--- config.mk ---
export PLATFORM = sky130hd
export DESIGN_NAME = jtcop_pal_dma
export DESIGN_NICKNAME = d
export VERILOG_FILES = /design/src/rtl/jtcop_pal_pkg.sv /design/src/rtl/jtcop_pal_dma.sv
export SDC_FILE = /design/constraint.sdc
export NUM_CORES = 1
export LEC_CHECK = 0
export ABC_AREA = 0
export CAP_MARGIN = 0
export CORE_UTILIZATION = 45
export DETAILED_ROUTE_END_ITERATION = 10
export GPL_TIMING_DRIVEN = 0
export HOLD_SLACK_MARGIN = 0.08
export PLACE_DENSITY = 0.78
export SLEW_MARGIN = 40
export SYNTH_ARGS = -nofsm -noshare
export SYNTH_HDL_FRONTEND = slang
export SYNTH_SLANG_ARGS = --single-unit
export TNS_END_PERCENT = 5
--- constraint.sdc ---
create_clock -name clk -period 5.3 [get_ports clk]
set_clock_uncertainty 0.1 [all_clocks]
set_input_delay 1.06 -clock clk [delete_from_list [all_inputs] [get_ports clk]]
set_output_delay 1.06 -clock clk [all_outputs]
set_load 0.02 [all_outputs]
--- src/rtl/jtcop_pal_pkg.sv ---
// Shared types and defaults for the palette DMA writer.
package jtcop_pal_pkg;

    localparam int unsigned DefaultAw = 10;

    typedef enum logic [1:0] {
        StIdle,
        StRead,
        StWrite,
        StDone
    } pal_dma_state_e;

endpackage

--- src/rtl/jtcop_pal_dma.sv ---
// Palette DMA writer: copies a full palette image from a CPU-side source RAM
// into the palette RAM during the vertical blank that follows a CPU arm strobe.
module jtcop_pal_dma
    import jtcop_pal_pkg::*;
#(
    parameter int unsigned   AW      = DefaultAw,
    parameter logic [AW-1:0] SRC_OFS = '0
) (
    input  logic          clk,
    input  logic          rst_n,
    input  logic          LVBL,
    input  logic          dma_trig,
    output logic          src_cs,
    output logic [AW-1:0] src_addr,
    input  logic [15:0]   src_data,
    input  logic          src_ok,
    output logic [AW-1:0] pal_addr,
    output logic [15:0]   pal_dout,
    output logic [1:0]    pal_we,
    output logic          busy,
    output logic          done,
    output logic          abort
);

    pal_dma_state_e state_q;
    logic [AW-1:0]  index_q;
    logic [AW-1:0]  index_inc;
    logic           settle_q;
    logic           pending_q;
    logic           lvbl_q;
    logic           src_cs_q;
    logic [AW-1:0]  src_addr_q;
    logic [AW-1:0]  pal_addr_q;
    logic [15:0]    pal_dout_q;
    logic [1:0]     pal_we_q;
    logic           done_q;
    logic           abort_q;

    logic vb_start;
    logic active;
    logic cut;
    logic start;

    assign index_inc = index_q + {{(AW-1){1'b0}}, 1'b1};
    assign vb_start  = lvbl_q & ~LVBL;
    assign active    = (state_q == StRead) || (state_q == StWrite);
    assign cut       = active & LVBL;
    assign start     = (state_q == StIdle) & vb_start & pending_q;

    always_ff @(posedge clk) begin
        if (!rst_n) begin
            state_q    <= StIdle;
            index_q    <= '0;
            settle_q   <= 1'b0;
            pending_q  <= 1'b0;
            lvbl_q     <= 1'b0;
            src_cs_q   <= 1'b0;
            src_addr_q <= SRC_OFS;
            pal_addr_q <= '0;
            pal_dout_q <= '0;
            pal_we_q   <= 2'b00;
            done_q     <= 1'b0;
            abort_q    <= 1'b0;
        end else begin
            lvbl_q   <= LVBL;
            done_q   <= 1'b0;
            pal_we_q <= 2'b00;

            // A new arm always wins over the start that consumes the old one.
            if (dma_trig) begin
                pending_q <= 1'b1;
            end else if (start) begin
                pending_q <= 1'b0;
            end

            if (cut) begin
                abort_q <= 1'b1;
            end else if (dma_trig) begin
                abort_q <= 1'b0;
            end

            if (cut) begin
                state_q  <= StIdle;
                src_cs_q <= 1'b0;
            end else begin
                case (state_q)
                    StIdle: begin
                        if (start) begin
                            index_q    <= '0;
                            settle_q   <= 1'b1;
                            src_cs_q   <= 1'b1;
                            src_addr_q <= SRC_OFS;
                            state_q    <= StRead;
                        end
                    end
                    StRead: begin
                        settle_q <= 1'b0;
                        if (!settle_q && src_ok) begin
                            pal_dout_q <= src_data;
                            pal_addr_q <= index_q;
                            pal_we_q   <= 2'b11;
                            src_cs_q   <= 1'b0;
                            state_q    <= StWrite;
                        end
                    end
                    StWrite: begin
                        if (&index_q) begin
                            done_q  <= 1'b1;
                            state_q <= StDone;
                        end else begin
                            index_q    <= index_inc;
                            src_addr_q <= SRC_OFS + index_inc;
                            src_cs_q   <= 1'b1;
                            settle_q   <= 1'b1;
                            state_q    <= StRead;
                        end
                    end
                    StDone: begin
                        state_q <= StIdle;
                    end
                    default: begin
                        state_q <= StIdle;
                    end
                endcase
            end
        end
    end

    assign src_cs   = src_cs_q;
    assign src_addr = src_addr_q;
    assign pal_addr = pal_addr_q;
    assign pal_dout = pal_dout_q;
    // The strobe is registered; gate it so nothing lands once vblank ends or during reset.
    assign pal_we   = (rst_n && !LVBL) ? pal_we_q : 2'b00;
    assign busy     = pending_q | (state_q != StIdle);
    assign done     = done_q;
    assign abort    = abort_q;

endmodule

==> results of run 1 <==
==> power groups by stage <==
stage | logic, mW | registers (mW) | clock network [mW]
after CTS | 0.177 | 0.372 | 0.216
after floorplan | 0.0975 | 0.391 | 0
after global placement | 0.174 | 0.379 | 0
after global routing | 0.193 | 0.375 | 0.228
final | 0.174 | 0.372 | 0.209
after detailed placement | 0.176 | 0.380 | 0
==> path summary, 6_finish.rpt <==
path | cells after the start | slack (ns) | end
worst max-delay path | 6 | 1.18 | pal_we[1]
worst min-delay path | 2 | 0.35 | pal_dout[14]
worst max register to register | 8 | 3.19 | src_addr[3]
worst min register to register | 2 | 0.35 | pal_dout[14]
==> synthesized netlist by cell type, drive strengths merged (3+ instances only) <==
cell type and number:
nand2 62, dfxtp 45, a21oi 34, nor2 10, buf 8, clkbuf 8
ha 6, nand3 4, nand3b 4, o21ai 4, a31oi 3, and2 3
and3 3, inv 3, nand2b 3, nand4 3, o21a 3
==> cells by family after synthesis <==
group,count (synthesis),synth area share [%]
AOI/OAI and AO/OA,61,19.5
adders and majority gates,6,3.80
buffers and inverters,20,5.39
DFF,45,45.7
muxes,1,0.507
and+or+nand+nor,104,25.2
==> cell type report <==
class | count | area share [%]
Tap cell | 50 | 2.29
Inverter | 4 | 0.549
Timing Repair Buffer | 61 | 22.3
Sequential cell | 45 | 33.0
Multi-Input combinational cell | 172 | 35.3
Clock buffer | 6 | 2.65
Clock inverter | 2 | 0.549
Buffer | 16 | 3.34
==> registers in the layout, indices dropped and copies added, names as in the netlist, 2 cells and up <==
register	cells
pal_dout	16
pal_addr	10
src_addr	10
state_q	2
==> metal layers <==
layer	global-route usage (%)	vias to the layer above	part of all wire, %
met3	7.00	2	7.5
met5	0	-	0
met2	34.2	65	45
met1	24.7	845	48
li1	-	962	-
met4	4.69	0	0.39
==> metrics by stage <==
step / instance area [µm²] / hold slack [ns] / util [%] / power, mW / worst slack, ns
after global placement: 2650 / 0.340 / 64.3 / 0.553 / 1.18
final: 2730 / 0.354 / 66.4 / 0.755 / 1.18
after floorplan: 1970 / 0.376 / - / 0.489 / 2.23
after CTS: 2730 / 0.358 / 66.4 / 0.765 / 1.18
after detailed placement: 2650 / 0.345 / 64.3 / 0.555 / 1.18
after global routing: 2730 / 0.374 / 66.4 / 0.796 / 1.03
==> worst register-to-register path: stages, from the launching register on <==
cell	delay, ns
dfxtp_1	0.41
inv_1	0.10
ha_1	0.19
buf_2	0.18
and2_1	0.21
and4_1	0.22
buf_6	0.13
o311ai_0	0.31
o21ai_0	0.13
==> impl_metrics.json, run 1 <==
{
  "status": "complete, no violations",
  "grt_pass1_wl_um": 7090,
  "syn_inst": 237,
  "drt_iter0_markers": 99,
  "die_w_um": 68.2,
  "clk_pin_slew_ns": 0.08,
  "n_antenna_cell": 0,
  "hold_violations": 0,
  "layout.nets": 332,
  "worst_path_most_repeated_cell": "clkdlybuf4s50_1",
  "power_frac_clock_pct": 27.6,
  "die-area_mm2": 0.00465,
  "place_hpwl_um": 3200,
  "die_h_um": 68.2,
  "min_period_ns": 4.12,
  "place.port_buffers": 61,
  "comb_power_share_pct": 23.1,
  "cts_hold_buf": 0,
  "antenna_found_initial": 0,
  "p_sw_uw": 226,
  "arrival_ns": 2.96,
  "r2r_start": "state_q[0]",
  "viasPerCell": 5.26,
  "numClockSinks": 45,
  "ys_seq_area_share_pct": 45.7,
  "crit_path_start": "rst_n",
  "maxSlewHeadroom_pct": 66.7,
  "routed_wl_um": 4580,
  "tightest_slew_ns": 0.497,
  "post_cts_buffers": 0,
  "synth_area_leaders": "dfxtp_1, nand2_1, a21oi_1",
  "max_freq_ghz": 0.243,
  "grt_max_degree": 15,
  "critPathTopFamily": "buffers and inverters",
  "dp_cells": 348,
  "first_pass_iters": 4,
  "cts.repair.resized": 0,
  "switching_share_pct": 30.0,
  "p_seq_share_pct": 49.2,
  "final_cell_mix": "nand2_1, clkdlybuf4s50_1, dfxtp_1",
  "yosysUniqueCellTypes": 48,
  "critPathLaunchType": "input pin",
  "ios": 63,
  "end_kind": "output pin",
  "setup-tns-final_ns": 0,
  "cp_slowest_cell": "clkdlybuf4s50_1",
  "syn_area_mm2": 0.00197,
  "regArea_um2": 901,
  "path_cells": "clkdlybuf4s50_1 > clkbuf_1 > nand2_1 > nor2_1 > buf_4 > clkdlybuf4s50_1",
  "synth_edf_count": 0,
  "ys.warnings.count": 0,
  "h-tree-depth": 2,
  "layout-drive-gt1-share_pct": 7.84,
  "cts_made_buffers": 5,
  "synth_top_area_share_pct": 45.7,
  "fp-row-count": 23,
  "grt.total_usage_pct": 20.3,
  "multi_input_area_um2": 966,
  "powerDensity_mw_per_mm2": 276,
  "p_int_uw": 528,
  "setup_viol": 0,
  "cp_max_fo": 10,
  "gp_congestion": 0.853,
  "p_leak_nw": 0.959,
  "vias": 1874,
  "drc_errors": 0,
  "stdcell_count": 356,
  "synth_seq_cells": 45,
  "cp.required_ns": 4.14,
  "hp-class": "reg -> reg",
  "worstHoldStart": "pal_dout[14]",
  "synth_ff_type": "dfxtp_1",
  "core-area_mm2": 0.00412,
  "fillers": 365,
  "synth_top_area_cell": "dfxtp_1",
  "cp_slowest_stage_delay_ns": 0.58,
  "area_growth_pct": 38.6,
  "slew_violations": 0,
  "avgRoutedWirePerCell_um": 12.9,
  "synth.net_count": 264,
  "clockRootBuffer": "clkbuf_8",
  "clk_latency_ns": 0.30,
  "grt-ovfl-total": 0,
  "cp_num_buf_inv": 4,
  "critPathKind": "in -> out",
  "cts_tree": "built",
  "peakVddDrop_uv": 161,
  "maxCapViolCount": 0,
  "detail-route-antenna-nets": 0,
  "initial_core_util_pct": 47.9,
  "clk_path_buf_depth": 2,
  "rsz0062_at_grt": "no",
  "finalCritPeriodShare_pct": 77.7,
  "async_flop_share_pct": 0,
  "grt_pass1_vias": 1601,
  "avgSynthCellArea_um2": 8.33
}
Note: power is estimated with default switching activity, not from simulation.
==> run 2: changes to the inputs <==
Settings changed: CORE_UTILIZATION 45 to 41, PLACE_DENSITY 0.78 to 0.75.
Clock period 5.3 ns to 3.6 ns, I/O delays scaled along.
==> run 2 against run 1 <==
- the flow now finishes with violations (design-rule violations)
- sequential cell count is the same
- global-route usage is 0.098 points lower
- clock-buffer cell count grew 1
- design area up 0.60%
- critical path depth unchanged
- sequential power increased by 47%
- wire length increased by 5.4%
- final cell count grew 0.56%
- die area rose by 9.5%
- critical path type unchanged
- largest cell class unchanged
==> impl_metrics.json, run 2 (same netlist as run 1, synthesis figures left out) <==
{
  "r2r_start": "state_q[0]",
  "hold_violations": 0,
  "layout.nets": 332,
  "powerDensity_mw_per_mm2": 418,
  "ios": 63,
  "reg2reg_slack_ns": 1.48,
  "rsz0062_at_grt": "no",
  "drc_errors": 8,
  "setup_viol": 0,
  "peakVddDrop_uv": 307,
  "crit_path_start": "rst_n",
  "drt_iter0_markers": 62,
  "wl_met3_um": 253,
  "min_period_ns": 3.47,
  "clockRootBuffer": "clkbuf_8",
  "clk_pin_slew_ns": 0.08,
  "slew_violations": 0,
  "place_hpwl_um": 3370,
  "fin_hold_ws_ns": 0.356,
  "grt_max_degree": 14,
  "die-area_mm2": 0.00509,
  "critPathKind": "in -> out",
  "max_freq_ghz": 0.288,
  "status": "finished, violations left",
  "routed_wl_um": 4830,
  "wl_met1_um": 2240,
  "die_w_um": 71.4,
  "violations": "design-rule violations",
  "maxCapViolCount": 0,
  "clk_path_buf_depth": 2,
  "n_antenna_cell": 0,
  "placed_area_mm2": 0.00265,
  "setup-tns-final_ns": 0,
  "p_leak_nw": 0.976,
  "critPathTopFamily": "buffers and inverters",
  "die_h_um": 71.4,
  "cp.required_ns": 2.78,
  "regArea_um2": 901,
  "grt-ovfl-total": 0,
  "cts_tree": "built",
  "largest_reg_flops": 16,
  "crit_path_end": "pal_we[1]",
  "arrival_ns": 2.65,
  "hp-class": "reg -> reg",
  "viasPerCell": 5.23,
  "core-area_mm2": 0.00447,
  "grt.total_usage_pct": 20.2,
  "wl_met2_um": 2270,
  "grt_pass1_vias": 1765,
  "first_pass_iters": 7,
  "layout-drive-gt1-share_pct": 8.17,
  "finalCritPeriodShare_pct": 96.5,
  "place.port_buffers": 61,
  "final_cell_mix": "nand2_1, clkdlybuf4s50_1, dfxtp_1",
  "end_kind": "output pin",
  "r2r_end": "src_addr[3]",
  "cp_slowest_cell": "clkdlybuf4s50_1",
  "area_growth_pct": 39.4,
  "fin_area_mm2": 0.00275,
  "critPathLaunchType": "input pin",
  "cp_max_fo": 10,
  "post_cts_buffers": 0,
  "antenna_found_initial": 0,
  "multi_input_area_um2": 966,
  "rr_worst_depth": 8,
  "path_cells": "clkdlybuf4s50_1 > clkbuf_1 > nand2_1 > nor2_1 > buf_4 > clkdlybuf4s50_1",
  "vias": 1871,
  "numClockSinks": 45,
  "fillers": 403,
  "gp_congestion": 0.865,
  "maxSlewHeadroom_pct": 65.3,
  "h-tree-depth": 2,
  "tightest_slew_ns": 0.518,
  "top_layer_used": "met4",
  "cp_num_buf_inv": 4,
  "cp_slowest_stage_delay_ns": 0.59,
  "initial_core_util_pct": 44.1,
  "cts_made_buffers": 5,
  "detail-route-antenna-nets": 0,
  "cts_hold_buf": 0,
  "clk_latency_ns": 0.30,
  "cp_num_cells": 6,
  "cts.repair.resized": 0,
  "fp-row-count": 24,
  "grt_pass1_wl_um": 8020,
  "avgRoutedWirePerCell_um": 13.5,
  "worst_path_most_repeated_cell": "clkdlybuf4s50_1"
}
## run 2: cell count changes in the layout (fill, tap and decap cells not counted), sizes merged
cell / previous run / this run
clkinvlp: 2 / 0
clkbuf: 14 / 15
clkinv: 1 / 2
## run 2: how the worst min path moves through the flow
stage                  from            to  slack (ns)  cells past startpoint
6_report        pal_dout[9]   pal_dout[9]        0.36                      2
5_1_grt         pal_dout[1]   pal_dout[1]        0.37                      2
4_1_cts        pal_dout[10]  pal_dout[10]        0.36                      2
3_5_place_dp   pal_dout[10]  pal_dout[10]        0.35                      2
3_3_place_gp    pal_dout[0]   pal_dout[0]        0.34                      2
2_1_floorplan      settle_q      settle_q        0.38                      1
## run 2: power breakdown
part	total, mW	switching (mW)	leakage, nW	internal (mW)
combinational	0.259	0.146	0.558	0.113
clock	0.342	0.168	0.0542	0.174
sequential	0.548	0.0205	0.364	0.527
## run 2: metrics by stage
stage	instances	setup slack [ns]	power [mW]	utilization [%]
global route	358	0.0585	1.21	61.5
CTS	358	0.115	1.16	61.5
detailed placement	350	0.122	0.818	59.2
finish	358	0.127	1.15	61.5
floorplan	237	1.21	0.720	-
global placement	350	0.159	0.814	59.2
## run 2: layout make-up
type,count,area share [%]
multi-input cells,172,35.1
clock buffers,7,3.50
plain buffers,16,3.32
flip-flops and latches,45,32.8
clock inverters,1,0.182
well taps,52,2.37
repair buffers,61,22.2
inverters,4,0.546
## run 2: worst register-to-register path: cells and delay by family, from the launching register on
family                     cells  cell delay, ns
AOI/OAI and AO/OA              2            0.44
and+or+nand+nor                2            0.43
buffers and inverters          3            0.41
DFF                            1            0.41
adders and majority gates      1            0.19
## run 2: layer usage
layer | vias to the layer above | GRT usage (%)
met2 | 56 | 34.7
met5 | - | 0
met4 | 0 | 7.56
met1 | 847 | 24.4
met3 | 6 | 5.06
li1 | 962 | -
